==> src/rtl/sme_ff_scheduler_pkg.sv <==
// Shared definitions for the failure-function scheduler: parameter defaults, FSM states,
// and an index-width helper.
package sme_ff_scheduler_pkg;

  localparam int unsigned SmeNumReq     = 4;
  localparam int unsigned SmeMaxPattern = 8;
  localparam int unsigned SmeMaxPatAdd  = 3;
  localparam int unsigned SmeByte       = 8;
  localparam int unsigned SmeTimeout    = 64;

  typedef enum logic [1:0] {
    StIdle  = 2'd0,
    StRun   = 2'd1,
    StDrain = 2'd2
  } sched_state_e;

  // Bits needed to hold a slot index; never zero so single-slot builds stay legal.
  function automatic int unsigned sme_idx_w(input int unsigned n);
    return (n > 1) ? $clog2(n) : 1;
  endfunction

endpackage

==> src/rtl/sme_rr_arbiter.sv <==
// Combinational round-robin picker: first asserted request at or after i_rr_ptr,
// wrapping modulo NUM_REQ.
module sme_rr_arbiter
  import sme_ff_scheduler_pkg::*;
#(
  parameter int unsigned NUM_REQ = SmeNumReq,
  localparam int unsigned IdxW   = sme_idx_w(NUM_REQ)
) (
  input  logic [NUM_REQ-1:0] i_req,
  input  logic [IdxW-1:0]    i_rr_ptr,
  output logic [NUM_REQ-1:0] o_gnt,
  output logic [IdxW-1:0]    o_idx,
  output logic               o_valid
);

  logic [IdxW-1:0] w_cand;

  always_comb begin
    o_gnt   = '0;
    o_idx   = '0;
    o_valid = 1'b0;
    w_cand  = '0;
    for (int unsigned off = 0; off < NUM_REQ; off++) begin
      w_cand = IdxW'((32'(i_rr_ptr) + off) % NUM_REQ);
      if (!o_valid && i_req[w_cand]) begin
        o_valid       = 1'b1;
        o_gnt[w_cand] = 1'b1;
        o_idx         = w_cand;
      end
    end
  end

endmodule

==> src/rtl/sme_ff_scheduler.sv <==
// Shares one failure-function engine among NUM_REQ requesters: round-robin grant,
// per-slot result tables, watchdog on the engine, drain until the engine releases done.
module sme_ff_scheduler
  import sme_ff_scheduler_pkg::*;
#(
  parameter int unsigned NUM_REQ     = SmeNumReq,
  parameter int unsigned MAX_PATTERN = SmeMaxPattern,
  parameter int unsigned MAX_PAT_ADD = SmeMaxPatAdd,
  parameter int unsigned BYTE        = SmeByte,
  parameter int unsigned TIMEOUT     = SmeTimeout
) (
  input  logic                                   clk,
  input  logic                                   reset,
  input  logic [NUM_REQ-1:0]                     i_req,
  input  logic [NUM_REQ*MAX_PATTERN*BYTE-1:0]    i_req_pattern,
  input  logic [NUM_REQ*MAX_PAT_ADD-1:0]         i_req_last_idx,
  output logic [NUM_REQ-1:0]                     o_gnt,
  output logic [NUM_REQ-1:0]                     o_done,
  output logic [NUM_REQ-1:0]                     o_err,
  output logic [NUM_REQ*MAX_PATTERN*MAX_PAT_ADD-1:0] o_ff_table,
  output logic [NUM_REQ-1:0]                     o_ff_valid,
  output logic                                   o_busy,
  output logic                                   o_eng_valid,
  output logic [MAX_PATTERN*BYTE-1:0]            o_eng_pattern,
  output logic [MAX_PAT_ADD-1:0]                 o_eng_last_idx,
  input  logic [MAX_PATTERN*MAX_PAT_ADD-1:0]     i_eng_fail_func,
  input  logic                                   i_eng_done
);

  localparam int unsigned PatW = MAX_PATTERN * BYTE;
  localparam int unsigned TblW = MAX_PATTERN * MAX_PAT_ADD;
  localparam int unsigned IdxW = sme_idx_w(NUM_REQ);
  localparam int unsigned WdW  = $clog2(TIMEOUT + 1);

  sched_state_e                   r_state, w_state_nxt;
  logic [NUM_REQ-1:0]             r_gnt, w_gnt_nxt;
  logic [NUM_REQ-1:0]             r_done, w_done_nxt;
  logic [NUM_REQ-1:0]             r_err, w_err_nxt;
  logic [NUM_REQ*TblW-1:0]        r_ff_table, w_ff_table_nxt;
  logic [NUM_REQ-1:0]             r_ff_valid, w_ff_valid_nxt;
  logic                           r_busy;
  logic                           r_eng_valid, w_eng_valid_nxt;
  logic [PatW-1:0]                r_eng_pattern, w_eng_pattern_nxt;
  logic [MAX_PAT_ADD-1:0]         r_eng_last_idx, w_eng_last_idx_nxt;
  logic [IdxW-1:0]                r_rr_ptr, w_rr_ptr_nxt;
  logic [IdxW-1:0]                r_slot, w_slot_nxt;
  logic [WdW-1:0]                 r_wd, w_wd_nxt;

  logic [NUM_REQ-1:0]             w_arb_gnt;
  logic [IdxW-1:0]                w_arb_idx;
  logic                           w_arb_valid;

  sme_rr_arbiter #(
    .NUM_REQ (NUM_REQ)
  ) u_arb (
    .i_req    (i_req),
    .i_rr_ptr (r_rr_ptr),
    .o_gnt    (w_arb_gnt),
    .o_idx    (w_arb_idx),
    .o_valid  (w_arb_valid)
  );

  always_ff @(posedge clk) begin
    if (reset) begin
      r_state        <= StIdle;
      r_gnt          <= '0;
      r_done         <= '0;
      r_err          <= '0;
      r_ff_table     <= '0;
      r_ff_valid     <= '0;
      r_busy         <= 1'b0;
      r_eng_valid    <= 1'b0;
      r_eng_pattern  <= '0;
      r_eng_last_idx <= '0;
      r_rr_ptr       <= '0;
      r_slot         <= '0;
      r_wd           <= '0;
    end else begin
      r_state        <= w_state_nxt;
      r_gnt          <= w_gnt_nxt;
      r_done         <= w_done_nxt;
      r_err          <= w_err_nxt;
      r_ff_table     <= w_ff_table_nxt;
      r_ff_valid     <= w_ff_valid_nxt;
      r_busy         <= (w_state_nxt != StIdle);
      r_eng_valid    <= w_eng_valid_nxt;
      r_eng_pattern  <= w_eng_pattern_nxt;
      r_eng_last_idx <= w_eng_last_idx_nxt;
      r_rr_ptr       <= w_rr_ptr_nxt;
      r_slot         <= w_slot_nxt;
      r_wd           <= w_wd_nxt;
    end
  end

  always_comb begin
    w_state_nxt        = r_state;
    w_gnt_nxt          = r_gnt;
    w_done_nxt         = '0;
    w_err_nxt          = '0;
    w_ff_table_nxt     = r_ff_table;
    w_ff_valid_nxt     = r_ff_valid;
    w_eng_valid_nxt    = r_eng_valid;
    w_eng_pattern_nxt  = r_eng_pattern;
    w_eng_last_idx_nxt = r_eng_last_idx;
    w_rr_ptr_nxt       = r_rr_ptr;
    w_slot_nxt         = r_slot;
    w_wd_nxt           = r_wd;

    unique case (r_state)
      StIdle: begin
        if (w_arb_valid) begin
          w_state_nxt               = StRun;
          w_gnt_nxt                 = w_arb_gnt;
          w_slot_nxt                = w_arb_idx;
          w_eng_valid_nxt           = 1'b1;
          w_eng_pattern_nxt         = i_req_pattern[w_arb_idx*PatW +: PatW];
          w_eng_last_idx_nxt        = i_req_last_idx[w_arb_idx*MAX_PAT_ADD +: MAX_PAT_ADD];
          w_ff_valid_nxt[w_arb_idx] = 1'b0;
          w_wd_nxt                  = '0;
          w_rr_ptr_nxt = (w_arb_idx == IdxW'(NUM_REQ - 1)) ? '0 : w_arb_idx + IdxW'(1);
        end
      end
      StRun: begin
        w_wd_nxt = r_wd + WdW'(1);
        // A result arriving on the watchdog's last cycle still counts as success.
        if (i_eng_done) begin
          w_ff_table_nxt[r_slot*TblW +: TblW] = i_eng_fail_func;
          w_ff_valid_nxt[r_slot]              = 1'b1;
          w_done_nxt                          = r_gnt;
          w_eng_valid_nxt                     = 1'b0;
          w_gnt_nxt                           = '0;
          w_state_nxt                         = StDrain;
        end else if (r_wd == WdW'(TIMEOUT - 1)) begin
          w_err_nxt       = r_gnt;
          w_eng_valid_nxt = 1'b0;
          w_gnt_nxt       = '0;
          w_state_nxt     = StDrain;
        end
      end
      StDrain: begin
        w_eng_valid_nxt = 1'b0;
        if (!i_eng_done) begin
          w_state_nxt = StIdle;
        end
      end
      default: begin
        w_state_nxt     = StIdle;
        w_gnt_nxt       = '0;
        w_eng_valid_nxt = 1'b0;
      end
    endcase
  end

  assign o_gnt          = r_gnt;
  assign o_done         = r_done;
  assign o_err          = r_err;
  assign o_ff_table     = r_ff_table;
  assign o_ff_valid     = r_ff_valid;
  assign o_busy         = r_busy;
  assign o_eng_valid    = r_eng_valid;
  assign o_eng_pattern  = r_eng_pattern;
  assign o_eng_last_idx = r_eng_last_idx;

endmodule

==> config.mk <==
export PLATFORM = sky130hd
export DESIGN_NAME = sme_ff_scheduler
export DESIGN_NICKNAME = d
export VERILOG_FILES = /design/src/rtl/sme_ff_scheduler_pkg.sv /design/src/rtl/sme_rr_arbiter.sv /design/src/rtl/sme_ff_scheduler.sv
export SDC_FILE = /design/constraint.sdc
export NUM_CORES = 1
export LEC_CHECK = 0
export CAP_MARGIN = 20
export CORE_AREA = 4 4 185 187
export CTS_CLUSTER_SIZE = 14
export DETAILED_ROUTE_END_ITERATION = 12
export DIE_AREA = 0 0 189 191
export DONT_BUFFER_PORTS = 1
export PLACE_DENSITY = 0.47
export SYNTH_ARGS = -nofsm -noshare
export SYNTH_HDL_FRONTEND = slang
export SYNTH_SLANG_ARGS = --single-unit
export TNS_END_PERCENT = 10
==> constraint.sdc <==
create_clock -name clk -period 4.71 [get_ports clk]
set_input_delay 0.471 -clock clk [delete_from_list [all_inputs] [get_ports clk]]
set_output_delay 0.471 -clock clk [all_outputs]
set_load 0.01 [all_outputs]
==> results by group <==
Outcome
  • Result of the run: complete, no violations

Global routing
  • Overall track demand over capacity in global routing: 21.8%
  • GR Util met2: 36.4%
  • Global-route met3 utilization: 7.27%
  • Number of antenna violations at the first check in global routing: 4
  • Global-route track usage on met1: 25.6%
  • Global route hottest layer: met2
  • Pin count of the biggest net entering global routing: 124
  • GRT Residual Overflow: 0
  • Vias in the first global route: 9423
  • First-pass GRT wire length: 61000 um

Hold path
  • Hold path endpoint: o_ff_table[42]
  • Hold/Removal Path Class: input pin to register
  • Worst Min Path Start: reset
  • Worst hold path cell count: 1

Worst setup path
  • Endpoint of the lowest-slack register-to-register path: o_eng_pattern[55]
  • Peak fanout along the critical path: 38
  • Arrival time of the worst setup path: 4040 ps
  • Setup CP Type: register to register
  • Number of cell instances on the worst register-to-register path: 11
  • Critical path startpoint category: register
  • Register-to-Register Setup Slack: 980 ps
  • CP required: 5020 ps
  • Type of element capturing the critical path: register
  • Startpoint of the lowest-slack register-to-register path: r_rr_ptr[1]

STA
  • Count of endpoints failing setup in the final report: 0
  • Period utilization: 79.2%
  • Relative slew slack: 23.2%
  • Pins over their slew limit: 0
  • RSZ-0062 raised after global routing: false
  • Setup clock skew after layout: 12.7 ps
  • Tightest hold margin: 83.7 ps
  • Measured slew at the worst slew-check pin: 1140 ps
  • Total Negative Setup Slacks: 0 ps
  • Crit path time final: 3730 ps
  • Total count of hold-check failures in the final report: 0
  • FMAX: 268 MHz

Logic synthesis
  • Share of the synthesized area in the top cell type: 36.3%
  • Synth Instances: 1331
  • Share of synthesized registers carrying an async set or reset: 0%
  • Number of synthesized register bits: 194
  • Top cell type by total area after synthesis: dfxtp_1
  • Most frequent cells after synthesis: 194 x dfxtp_1, 155 x nand2_1, 123 x nor2_1
  • Mean post-synth cell area: 8.03 um2
  • Number of distinct standard cells referenced by the synthesized netlist: 55
  • Count of warnings emitted by yosys: 0
  • EDFF count, synth: 0
  • Most used standard cell by instance count after synthesis: dfxtp_1
  • Netlist area before placement: 10700 um2
  • Syn nets: 1651
  • Leading cell types by total area after synthesis: dfxtp_1 36%, mux2i_1 5.5%, nand2_1 5.4%
  • Sequential element share of the synthesized area: 36.3%
  • Predominant post-synthesis flop cell: dfxtp_1

Clocking
  • Root buffer selected by CTS: clkbuf_16
  • Clock tree from TritonCTS: built
  • Number of hold-repair buffers added at the cts stage: 0
  • Worst-path clk slew: 80 ps
  • Post-CTS resize count: 0
  • Later-pin clock latency in the skew report: 460 ps
  • Maximum count of clock buffers along a single path: 2
  • Clock sink count: 194
  • Number of buffers created by CTS: 17
  • H-tree lvl count: 4
  • Setup bufs post-CTS: 0

Routing
  • First-pass iteration count of the detailed router: 4
  • Avg Vias per Cell: 5.73
  • Post-route DRC violation count: 0
  • Average wire per standard cell: 24.4 um
  • Routed Antenna Nets: 0
  • Routed WL: 41600 um
  • Number of violations reported at the end of detailed-routing iteration 0: 625
  • Via Count: 9766

Layout
  • FF/Latch Area: 3880 um2
  • Nets@finish: 1566
  • Final core utilization: 35.5%
  • Layout cell share with drive strength beyond 1: 7.63%
  • Area of combinational cells with multiple inputs: 6120 um2
  • Synthesis-to-finish area growth: 7.75%
  • Count of fill cells added during filler insertion: 3447

Flow run
  • MaxCap Viol Count: 0

Power
  • Max IR drop VDD: 0.000652 V
  • Total chip power: 7.37 mW
  • Static power due to leakage: 4.18 nW
  • Power per cell area: 640 nW/um2

Floorplanning
  • Overall die area: 36100 um2
  • Core Box Area: 32500 um2
  • Number of I/O pins: 480
  • Cell Rows: 66
  • Die outline width: 189 um
  • Starting Density: 32.9%
  • Overall die height: 191 um

Placement
  • Number of buffers inserted by port buffering: 0
  • Estimated wirelength of the detail-placed design: 29600 um
  • Placer Congestion: 0.817
[metrics by stage]
stage | area [um2] | cells | worst slack, ps
after floorplan | 10700 | 1331 | 1580
after global placement | 10900 | 1667 | 981
after detailed placement | 10900 | 1667 | 938
after CTS | 11500 | 1699 | 933
after global routing | 11500 | 1704 | 649
final | 11500 | 1704 | 978
[layout by cell type, fill, tap and decap left out, types with 2 or more instances in the layout]
cell type	count
nand3_1	59
or2_2	4
a221oi_1	35
nor4_1	3
a22oi_1	71
mux4_2	2
nor3_1	25
nor2_1	122
or3_1	2
nand3b_1	2
a21o_1	38
inv_8	4
a22o_1	7
o21ai_0	72
diode_2	3
inv_6	3
o31ai_1	61
o2bb2ai_1	4
o211ai_2	10
a211oi_1	42
nand2_1	155
a32oi_1	7
and2_1	8
and3_1	32
mux2i_1	58
ha_1	21
o211ai_1	27
inv_1	36
nor3_2	2
nor2b_1	7
nand2b_1	5
clkinv_4	3
clkinv_8	2
a21oi_1	63
nand4_1	2
buf_4	26
mux2_2	2
dfxtp_1	193
clkbuf_16	17
[worst max-delay path, cell delays in order (launching register included)]
cell and delay [ps]:
dfxtp_1 310, buf_4 190, inv_1 110, ha_1 470, mux4_2 650, o21ba_4 300, nor3_4 40, buf_4 280
nor2_8 330, buf_4 490, mux2i_1 270, o211ai_1 100
[cells by family after synthesis]
group           Yosys count  synth area share (%)
mux                      63                  6.16
flops                   194                  36.3
xor+xnor                  2                 0.164
compound gates          444                  29.2
buf+inv                 169                  7.20
simple gates            438                  18.5
fa+ha+maj                21                  2.46
[report_power, final]
group          switching [mW]  total [mW]  internal, mW  leakage, nW
sequential              0.400        2.32          1.92         1.58
clock                   0.746        1.47         0.720        0.285
combinational            2.33        3.58          1.25         2.32
total                    3.48        7.37          3.90         4.18
[sequential cells by signal (all words and copies together), names as in the netlist]
name,count
r_rr_ptr,2
o_gnt,4
o_err,4
o_eng_pattern,64
o_busy,1
o_done,4
r_slot,2
o_eng_last_idx,3
r_wd,7
o_ff_table,96
r_state,2
o_eng_valid,1
o_ff_valid,4
[area by class of cell]
type	count	area share, %
Antenna cell	3	0.0652
Clock buffer	18	3.81
Clock inverter	14	1.24
Inverter	37	1.21
Multi-Input combinational cell	968	53.1
Sequential cell	194	33.7
Tap cell	442	4.80
Timing Repair Buffer	28	2.03
[worst max-delay path by stage]
stage	slack (ps)	end	from
after CTS	930	o_ff_valid[3]	r_rr_ptr[1]
after detailed placement	940	o_ff_valid[3]	r_rr_ptr[1]
after global routing	650	o_ff_valid[3]	r_rr_ptr[1]
final	980	o_eng_pattern[55]	r_rr_ptr[1]
after floorplan	1580	r_rr_ptr[1]	r_rr_ptr[0]
after global placement	980	o_ff_valid[3]	r_rr_ptr[1]
[per-layer routing]
layer / part of all wire [%] / up-vias / wire length [um]
li1: - / 4682 / -
met1: 39 / 4617 / 16100
met2: 49 / 399 / 20400
met3: 8.9 / 66 / 3710
met4: 3.4 / 2 / 1430
met5: 0.017 / - / 7
Note: power is estimated with default switching activity, not from simulation.
